[config.mk]
export PLATFORM = sky130hd
export DESIGN_NAME = johnson_seq_ctrl
export DESIGN_NICKNAME = d
export VERILOG_FILES = /design/src/rtl/johnson_seq_ctrl.sv
export SDC_FILE = /design/constraint.sdc
export NUM_CORES = 1
export LEC_CHECK = 0
export CAP_MARGIN = 20
export CORE_ASPECT_RATIO = 0.8
export CORE_MARGIN = 10
export CORE_UTILIZATION = 50
export DETAILED_ROUTE_END_ITERATION = 10
export DONT_BUFFER_PORTS = 1
export PLACE_DENSITY = 0.68
export SLEW_MARGIN = 40
export SYNTH_ARGS = -nofsm -noshare
export SYNTH_HDL_FRONTEND = slang
export SYNTH_SLANG_ARGS = --single-unit
export TNS_END_PERCENT = 100
[constraint.sdc]
create_clock -name clk -period 2.3 [get_ports clk]
set_clock_uncertainty 0.2 [all_clocks]
set_input_delay 0.46 -clock clk [delete_from_list [all_inputs] [get_ports clk]]
set_output_delay 0.46 -clock clk [all_outputs]
set_load 0.01 [all_outputs]
[src/rtl/johnson_seq_ctrl.sv]
// Command sequencer for the Johnson-counter datapath: prescaled step strobes, direction and clear.
// Optional phase tracking and wrap pulse when JSC_WRAP_DETECT_EN is defined.
module johnson_seq_ctrl #(
  parameter int unsigned JC_WIDTH = 8,
  parameter int unsigned PRESC_W  = 8
) (
  input  logic       clk,
  input  logic       rst_n,
  input  logic       ena,
  input  logic       cmd_valid,
  output logic       cmd_ready,
  input  logic [2:0] cmd_op,
  input  logic [7:0] cmd_arg,
  output logic       jc_step,
  output logic       jc_dir,
  output logic       jc_clr,
  output logic       busy,
  output logic       done,
  output logic [7:0] steps_left,
  output logic       wrap
);

  typedef enum logic [1:0] {S_IDLE, S_RUN, S_BURST, S_CLR} state_e;

  localparam logic [2:0] OP_CLEAR     = 3'd1;
  localparam logic [2:0] OP_RUN       = 3'd2;
  localparam logic [2:0] OP_BURST     = 3'd3;
  localparam logic [2:0] OP_STOP      = 3'd4;
  localparam logic [2:0] OP_SET_DIR   = 3'd5;
  localparam logic [2:0] OP_SET_PRESC = 3'd6;

  state_e               state_q, state_d;
  logic [PRESC_W-1:0]   presc_reg_q, presc_reg_d;
  logic [PRESC_W-1:0]   presc_cnt_q, presc_cnt_d;
  logic                 jc_dir_q, jc_dir_d;
  logic [7:0]           steps_left_q, steps_left_d;
  logic                 jc_step_q, jc_step_d;
  logic                 jc_clr_q, jc_clr_d;
  logic                 done_q, done_d;
  logic                 zb_q, zb_d;
  logic                 accept;
  logic                 tick_en;

  assign cmd_ready  = rst_n & ena & ((state_q == S_IDLE) | (state_q == S_RUN));
  assign accept     = cmd_valid & cmd_ready;
  assign jc_step    = jc_step_q;
  assign jc_dir     = jc_dir_q;
  assign jc_clr     = jc_clr_q;
  assign busy       = (state_q != S_IDLE);
  assign done       = done_q;
  assign steps_left = steps_left_q;

  // Command decode, prescaler tick and burst countdown; ena=0 holds everything and clears strobes
  always_comb begin
    state_d      = state_q;
    presc_reg_d  = presc_reg_q;
    presc_cnt_d  = presc_cnt_q;
    jc_dir_d     = jc_dir_q;
    steps_left_d = steps_left_q;
    jc_step_d    = 1'b0;
    jc_clr_d     = 1'b0;
    done_d       = 1'b0;
    zb_d         = zb_q;
    tick_en      = 1'b0;
    if (ena) begin
      tick_en = (state_q == S_RUN) || (state_q == S_BURST);
      zb_d    = 1'b0;
      if (zb_q) done_d = 1'b1;
      if (accept) begin
        case (cmd_op)
          OP_CLEAR: begin
            state_d  = S_CLR;
            jc_clr_d = 1'b1;
            tick_en  = 1'b0;
          end
          OP_RUN: begin
            state_d     = S_RUN;
            presc_cnt_d = '0;
            tick_en     = 1'b0;
          end
          OP_BURST: begin
            steps_left_d = cmd_arg;
            presc_cnt_d  = '0;
            tick_en      = 1'b0;
            state_d      = (cmd_arg != 8'd0) ? S_BURST : S_IDLE;
            zb_d         = (cmd_arg == 8'd0);
          end
          OP_STOP: begin
            state_d = S_IDLE;
            tick_en = 1'b0;
          end
          OP_SET_DIR: jc_dir_d = cmd_arg[0];
          OP_SET_PRESC: begin
            presc_reg_d = PRESC_W'(cmd_arg);
            presc_cnt_d = '0;
            tick_en     = 1'b0;
          end
          default: ;
        endcase
      end
      if (state_q == S_CLR) begin
        state_d     = S_IDLE;
        presc_cnt_d = '0;
      end
      if (tick_en) begin
        if (presc_cnt_q == presc_reg_q) begin
          presc_cnt_d = '0;
          jc_step_d   = 1'b1;
          if (state_q == S_BURST) begin
            steps_left_d = steps_left_q - 8'd1;
            if (steps_left_q == 8'd1) begin
              state_d = S_IDLE;
              done_d  = 1'b1;
            end
          end
        end else begin
          presc_cnt_d = presc_cnt_q + PRESC_W'(1);
        end
      end
    end
  end

  always_ff @(posedge clk or negedge rst_n) begin
    if (!rst_n) begin
      state_q      <= S_IDLE;
      presc_reg_q  <= '0;
      presc_cnt_q  <= '0;
      jc_dir_q     <= 1'b1;
      steps_left_q <= '0;
      jc_step_q    <= 1'b0;
      jc_clr_q     <= 1'b0;
      done_q       <= 1'b0;
      zb_q         <= 1'b0;
    end else begin
      state_q      <= state_d;
      presc_reg_q  <= presc_reg_d;
      presc_cnt_q  <= presc_cnt_d;
      jc_dir_q     <= jc_dir_d;
      steps_left_q <= steps_left_d;
      jc_step_q    <= jc_step_d;
      jc_clr_q     <= jc_clr_d;
      done_q       <= done_d;
      zb_q         <= zb_d;
    end
  end

`ifdef JSC_WRAP_DETECT_EN
  localparam int unsigned POS_W = $clog2(2 * JC_WIDTH);
  localparam logic [POS_W-1:0] POS_MAX = POS_W'(2 * JC_WIDTH - 1);

  logic [POS_W-1:0] pos_q, pos_d;
  logic             wrap_q, wrap_d;

  assign wrap = wrap_q;

  // Phase follows each issued step in the current direction; wrap marks arrival at phase 0
  always_comb begin
    pos_d  = pos_q;
    wrap_d = 1'b0;
    if (ena && (state_q == S_CLR)) begin
      pos_d = '0;
    end else if (jc_step_d) begin
      if (jc_dir_q) pos_d = (pos_q == POS_MAX) ? '0 : pos_q + POS_W'(1);
      else          pos_d = (pos_q == '0) ? POS_MAX : pos_q - POS_W'(1);
      wrap_d = (pos_d == '0);
    end
  end

  always_ff @(posedge clk or negedge rst_n) begin
    if (!rst_n) begin
      pos_q  <= '0;
      wrap_q <= 1'b0;
    end else begin
      pos_q  <= pos_d;
      wrap_q <= wrap_d;
    end
  end
`else
  assign wrap = 1'b0;
`endif

endmodule

After elaboration in Yosys (flattened, before gate mapping)

Index checks and enable logic that the tools add are counted.

Word-level logic and storage cells: 73
Bits of input ports: 15
Register bits: 31
Output and inout bits: 15

Bitwise logic cells: 4
Reduce and logical (&&, ||, !) cells: 12
$add $sub $neg: 2
Multiplexer cells: 35
Eq/ne operators: 11

Operator list:

| kind                | number |
|---|---|
| $mux 8              | 10 |
| $mux 1              | 17 |
| $mux 2              | 7 |
| $eq 3x3->1 const B  | 3 |
| $reduce_and 3->1    | 3 |
| $add 8x1->8 const B | 1 |
| $eq 8x1->1 const B  | 1 |
| $eq 8x8->1          | 1 |
| $logic_not 8->1     | 1 |
| $pmux 2 s4          | 1 |
| $reduce_bool 8->1   | 1 |
| $sub 8x1->8 const B | 1 |
| $eq 3x2->1 const B  | 2 |
| $reduce_bool 3->1   | 2 |
| $reduce_or 5->1     | 1 |
| $eq 2x2->1 const B  | 2 |
| $and 1x1->1         | 3 |
| $eq 3x1->1 const B  | 1 |
| $reduce_or 3->1     | 1 |
| $eq 2x1->1 const B  | 1 |
| $logic_not 2->1     | 1 |
| $reduce_bool 2->1   | 1 |
| $logic_or 1x1->1    | 1 |
| $or 1x1->1          | 1 |

Logic depth before layout (Yosys ltp)

Depth in word-level cells: 10
Mapped depth: 8

Worst setup path after synthesis

OpenSTA, ideal clock, no wires.

Path type: reg2reg
Start: register state_q[0]
End: register steps_left_q[2], in the netlist steps_left[2]
Clock period less this slack: 2.269 ns
Path slack: 0.031 ns
Path buffers: 1
Arrival: 1.965 ns
Stages on the path, launching flop included: 9
Path through: dfrtp_1 inv_1 ha_1 o2111a_1 buf_2 and3_4 nor4_4 o21ai_4 a221oi_1

Longest elaborated chain between the ends: 8
Elaborated cells between the ends (all ways): 14
Those cells by class: 2 x eq/ne; 7 x mux; 3 x bitwise; 2 x reduce/logical

Ends and longest elaborated chain:

| element                                              | RTL line | text |
|---|---|---|
| start, declared                                      | 32       | `state_e state_q, state_d;` |
| start signal, assigned                               | 135      | `state_q <= state_d;` |
| $eq 2x1->1 / $logic_not 2->1 (equally long branches) | 44, 66   |  |
| $or 1x1->1                                           | 44       | `assign cmd_ready = rst_n & ena & ((state_q == S_IDLE) \| (state_q == S_RUN));` |
| $and 1x1->1                                          | 44       |  |
| $and 1x1->1                                          | 45       | `assign accept = cmd_valid & cmd_ready;` |
| $mux 8                                               | 69       | `if (accept) begin` |
| $mux 8                                               | 109      | `if (state_q == S_BURST) begin` |
| $mux 8                                               | 106      | `if (presc_cnt_q == presc_reg_q) begin` |
| $mux 8 *                                             | 105      | `if (tick_en) begin` |
| end signal, assigned                                 | 139      | `steps_left_q <= steps_left_d;` |
| end, declared                                        | 36       | `logic [7:0] steps_left_q, steps_left_d;` |

Mark *: on every way between the ends. The rest lies on a longest branch, timed or not. The select of a mux whose other input is x is not followed.
A chain may end at the register's enable or synchronous reset.

Worst setup path in the final report

Start: register state_q[0]
End: register steps_left_q[1], in the netlist steps_left[1]

Same word-level chain as after synthesis.

==> out/results.txt <==
Status: finished with violations
Violated checks: negative setup slack
Post-Syn Nets: 206
I/O pin total: 30
Worst-Skew Late Latency: 0.29 ns
Max transition margin: 0.628
Delay of the slowest critical-path stage: 0.39 ns
Post-synthesis compound-gate area fraction: 0.194
Max cap viols: 0
RSZ-0062 raised after global routing: yes
Initial Util: 0.531
Post-synthesis register bit count: 31
Synth Area in Adders: 0.0472
RePlAce Congestion: 0.904
CP delay by family, top: compound AO/OA/AOI/OAI gates
P_leak: 0.956 nW
Crit path DAT: 2.26 ns
Post-detailed-route count of antenna-violating nets: 0
Crit Path Class: flop to flop
Critical path endpoint category: flop
Max Fclk: 434 MHz
Post-DP HPWL: 3480 um
Final core utilization: 0.617
Die height: 74.5 um
Core area: 0.00349 sq mm
Dpl cells: 228
Final setup viols: 1
DRT Pass-1 Iters: 4
CTS Buf Count: 5
Buf/Inv on CP: 2
Syn Std Cell Area: 0.00186 sq mm
H-tree depth: 2
Number of flops mapped to enable cells by yosys: 0
Antenna Cells: 0
Clock slew at reported path FFs: 0.07 ns
DRC viols: 0
Slowest CP cell: dfrtp_1
Worst-margin pin slew: 0.554 ns
Syn Area/Cell: 10.1 sq um
Post-synthesis cell type count: 46
Synth warn: 0
Clock buffer depth: 2
Crit share post-route: 1.00
Die area: 0.00656 sq mm
Register area: 777 sq um
Layout cells sized above 1: 0.231
Grt ovf: 0
Number of global-route vias before repair: 1487
Via density: 6.26
WL per Instance: 19.7 um
Part of the Yosys area used for sequential elements: 0.419
Ys async rst share: 1.00
Max-slew violations: 0
Hold Crit Class: primary input to flop
Final Critical Period: 2.30 ns
Total track usage: 0.149
Wire length of the first global-routing pass: 7620 um
Nets: 220
CP Max Fanout: 8
Finished Layout Cells: 241
Mux cell area share after synthesis: 0.0715
Main combinational cell family by area after synthesis: compound AO/OA/AOI/OAI gates
Area Growth Syn to Fin: 16.3%
Site Rows: 19
PwrDens: 1140 mW/mm^2
IR drop worst, VDD: 592 uV
Startpoint types: flop
CTS Root Cell: clkbuf_8
Most used DFF post-synth: dfrtp_1
Synth Instances: 184
Die X: 88.1 um
Clock Sinks: 31
# port buffers: 0
XOR/XNOR Fraction of Synth Area: 0.0425
Setup TNS: -0.00383 ns
Worst EP required: 2.26 ns
Final WL: 4750 um
Final hold vios: 0
Total number of vias: 1508
DRT iter0 DRCs: 68
Critical-path cell list: inv_1 -> ha_1 -> o2111a_2 -> and3_4 -> nor4_4 -> buf_4 -> o2bb2ai_1 -> a22oi_1
Fillcell total: 279
Area occupied by multi-input gates: 0.00104 sq mm
Largest net degree at the start of global routing: 32
Final setup margin: -0.00383 ns
Post-synthesis simple-gate area fraction: 0.171
Initial antenna violation count: 0
CTS tree: built
## path summary, 6_finish.rpt
kind / startpoint / end / slack, ns / depth (start not counted)
setup / recovery: state_q[0]$_DFFE_PN0P_ / steps_left[1]$_DFFE_PN0P_ / -0.004 / 8
hold reg to reg: zb_q$_DFFE_PN0P_ / zb_q$_DFFE_PN0P_ / 0.30 / 1
min in group asynchronous: rst_n / steps_left[0]$_DFFE_PN0P_ / 0.41 / 2
max in group asynchronous: rst_n / jc_dir$_DFFE_PN1P_ / 1.25 / 2
hold / removal: cmd_op[1] / jc_clr$_DFF_PN0_ / 0.04 / 1
setup reg to reg: state_q[0]$_DFFE_PN0P_ / steps_left[1]$_DFFE_PN0P_ / -0.004 / 8
## final cells by class
type	count	share of cell area
sequential	31	0.360
clock inverter	2	0.0162
inverter	16	0.0278
timing repair buffer	13	0.0522
tap	42	0.0244
multi-input combinational	131	0.481
clock buffer	6	0.0383
## synth_stat cells (3+ instances only)
cell type,instances,share of area
dfrtp_1,30,0.40
inv_1,16,0.032
nor2_1,11,0.022
mux2_2,10,0.061
nand3_1,9,0.024
xnor2_1,9,0.042
o21ai_0,8,0.022
a31oi_1,7,0.024
ha_1,7,0.047
nand2_1,7,0.014
a221oi_1,6,0.028
a22o_1,6,0.028
and3_1,5,0.017
nor2b_1,5,0.017
nor4_1,4,0.013
nor3_1,3,0.0081
o2bb2ai_1,3,0.014
## state kept, by name, summed over array words and instances, names as in the netlist
| register | count |
|---|---|
| jc_clr | 1 |
| presc_reg_q | 8 |
| jc_step | 1 |
| presc_cnt_q | 8 |
| zb_q | 1 |
| steps_left | 8 |
| state_q | 2 |
| done | 1 |
| jc_dir | 1 |
## layer usage
metal / GRT usage / vias to the layer above / wire length (um) / part of all wire
met4: 0.0435 / 0 / 74 / 0.016
li1: - / 710 / - / -
met5: 0 / - / 0 / 0
met1: 0.178 / 738 / 2020 / 0.42
met2: 0.230 / 50 / 2200 / 0.46
met3: 0.0753 / 10 / 463 / 0.097
## stage by stage
step | setup WS, ns | hold WS (ns) | power [mW] | instance area, sq um
finish | -0.00383 | 0.0351 | 2.45 | 2160
global route | -0.101 | 0.0294 | 2.62 | 2160
CTS | 0.0310 | 0.0351 | 2.37 | 2090
detailed placement | -0.204 | -0.0348 | 1.77 | 1930
global placement | -0.0228 | -0.0346 | 1.71 | 1930
floorplan | 0.0309 | -0.0356 | 1.50 | 1860
## cell families (layout without fill, tap and decap cells)
| family | Yosys count | count (layout) |
|---|---|---|
| DFF | 31 | 31 |
| buffers and inverters | 22 | 37 |
| adders and majority gates | 7 | 7 |
| AOI/OAI and AO/OA | 47 | 47 |
| other | 1 | 1 |
| and+or+nand+nor | 55 | 55 |
| xor gates and xnor gates | 9 | 9 |
| muxes | 12 | 12 |
## placed cells by master (no fill, tap or decap), drive strengths merged, types with 2 or more instances in the layout
cell / count
nand4: 2
o22ai: 2
a21boi: 2
nor2: 11
a22oi: 2
mux2i: 2
a221oi: 6
a22o: 6
and3: 6
nor4: 5
nor2b: 5
a31oi: 7
clkbuf: 6
nor3: 3
inv: 16
ha: 7
and4: 2
dfrtp: 30
xnor2: 9
nand2: 7
or3: 3
buf: 12
mux2: 10
nand3: 9
o2bb2ai: 3
o21ai: 9
## repair_timing
action                                 4_1_cts  5_1_grt
endpoints found under the hold margin       31        0
resized for setup                            4        8
setup buffers                                0        3
setup endpoints to repair                   12       18
hold buffers                                 2        0
pin swaps                                    0        3
## power by group
part	total (mW)	leakage [nW]	switching, mW	internal [mW]
registers	0.909	0.397	0.206	0.702
clock network	0.563	0.0612	0.213	0.350
logic	0.979	0.498	0.514	0.466
total	2.45	0.956	0.933	1.52
(Power assumes the default switching activity.)
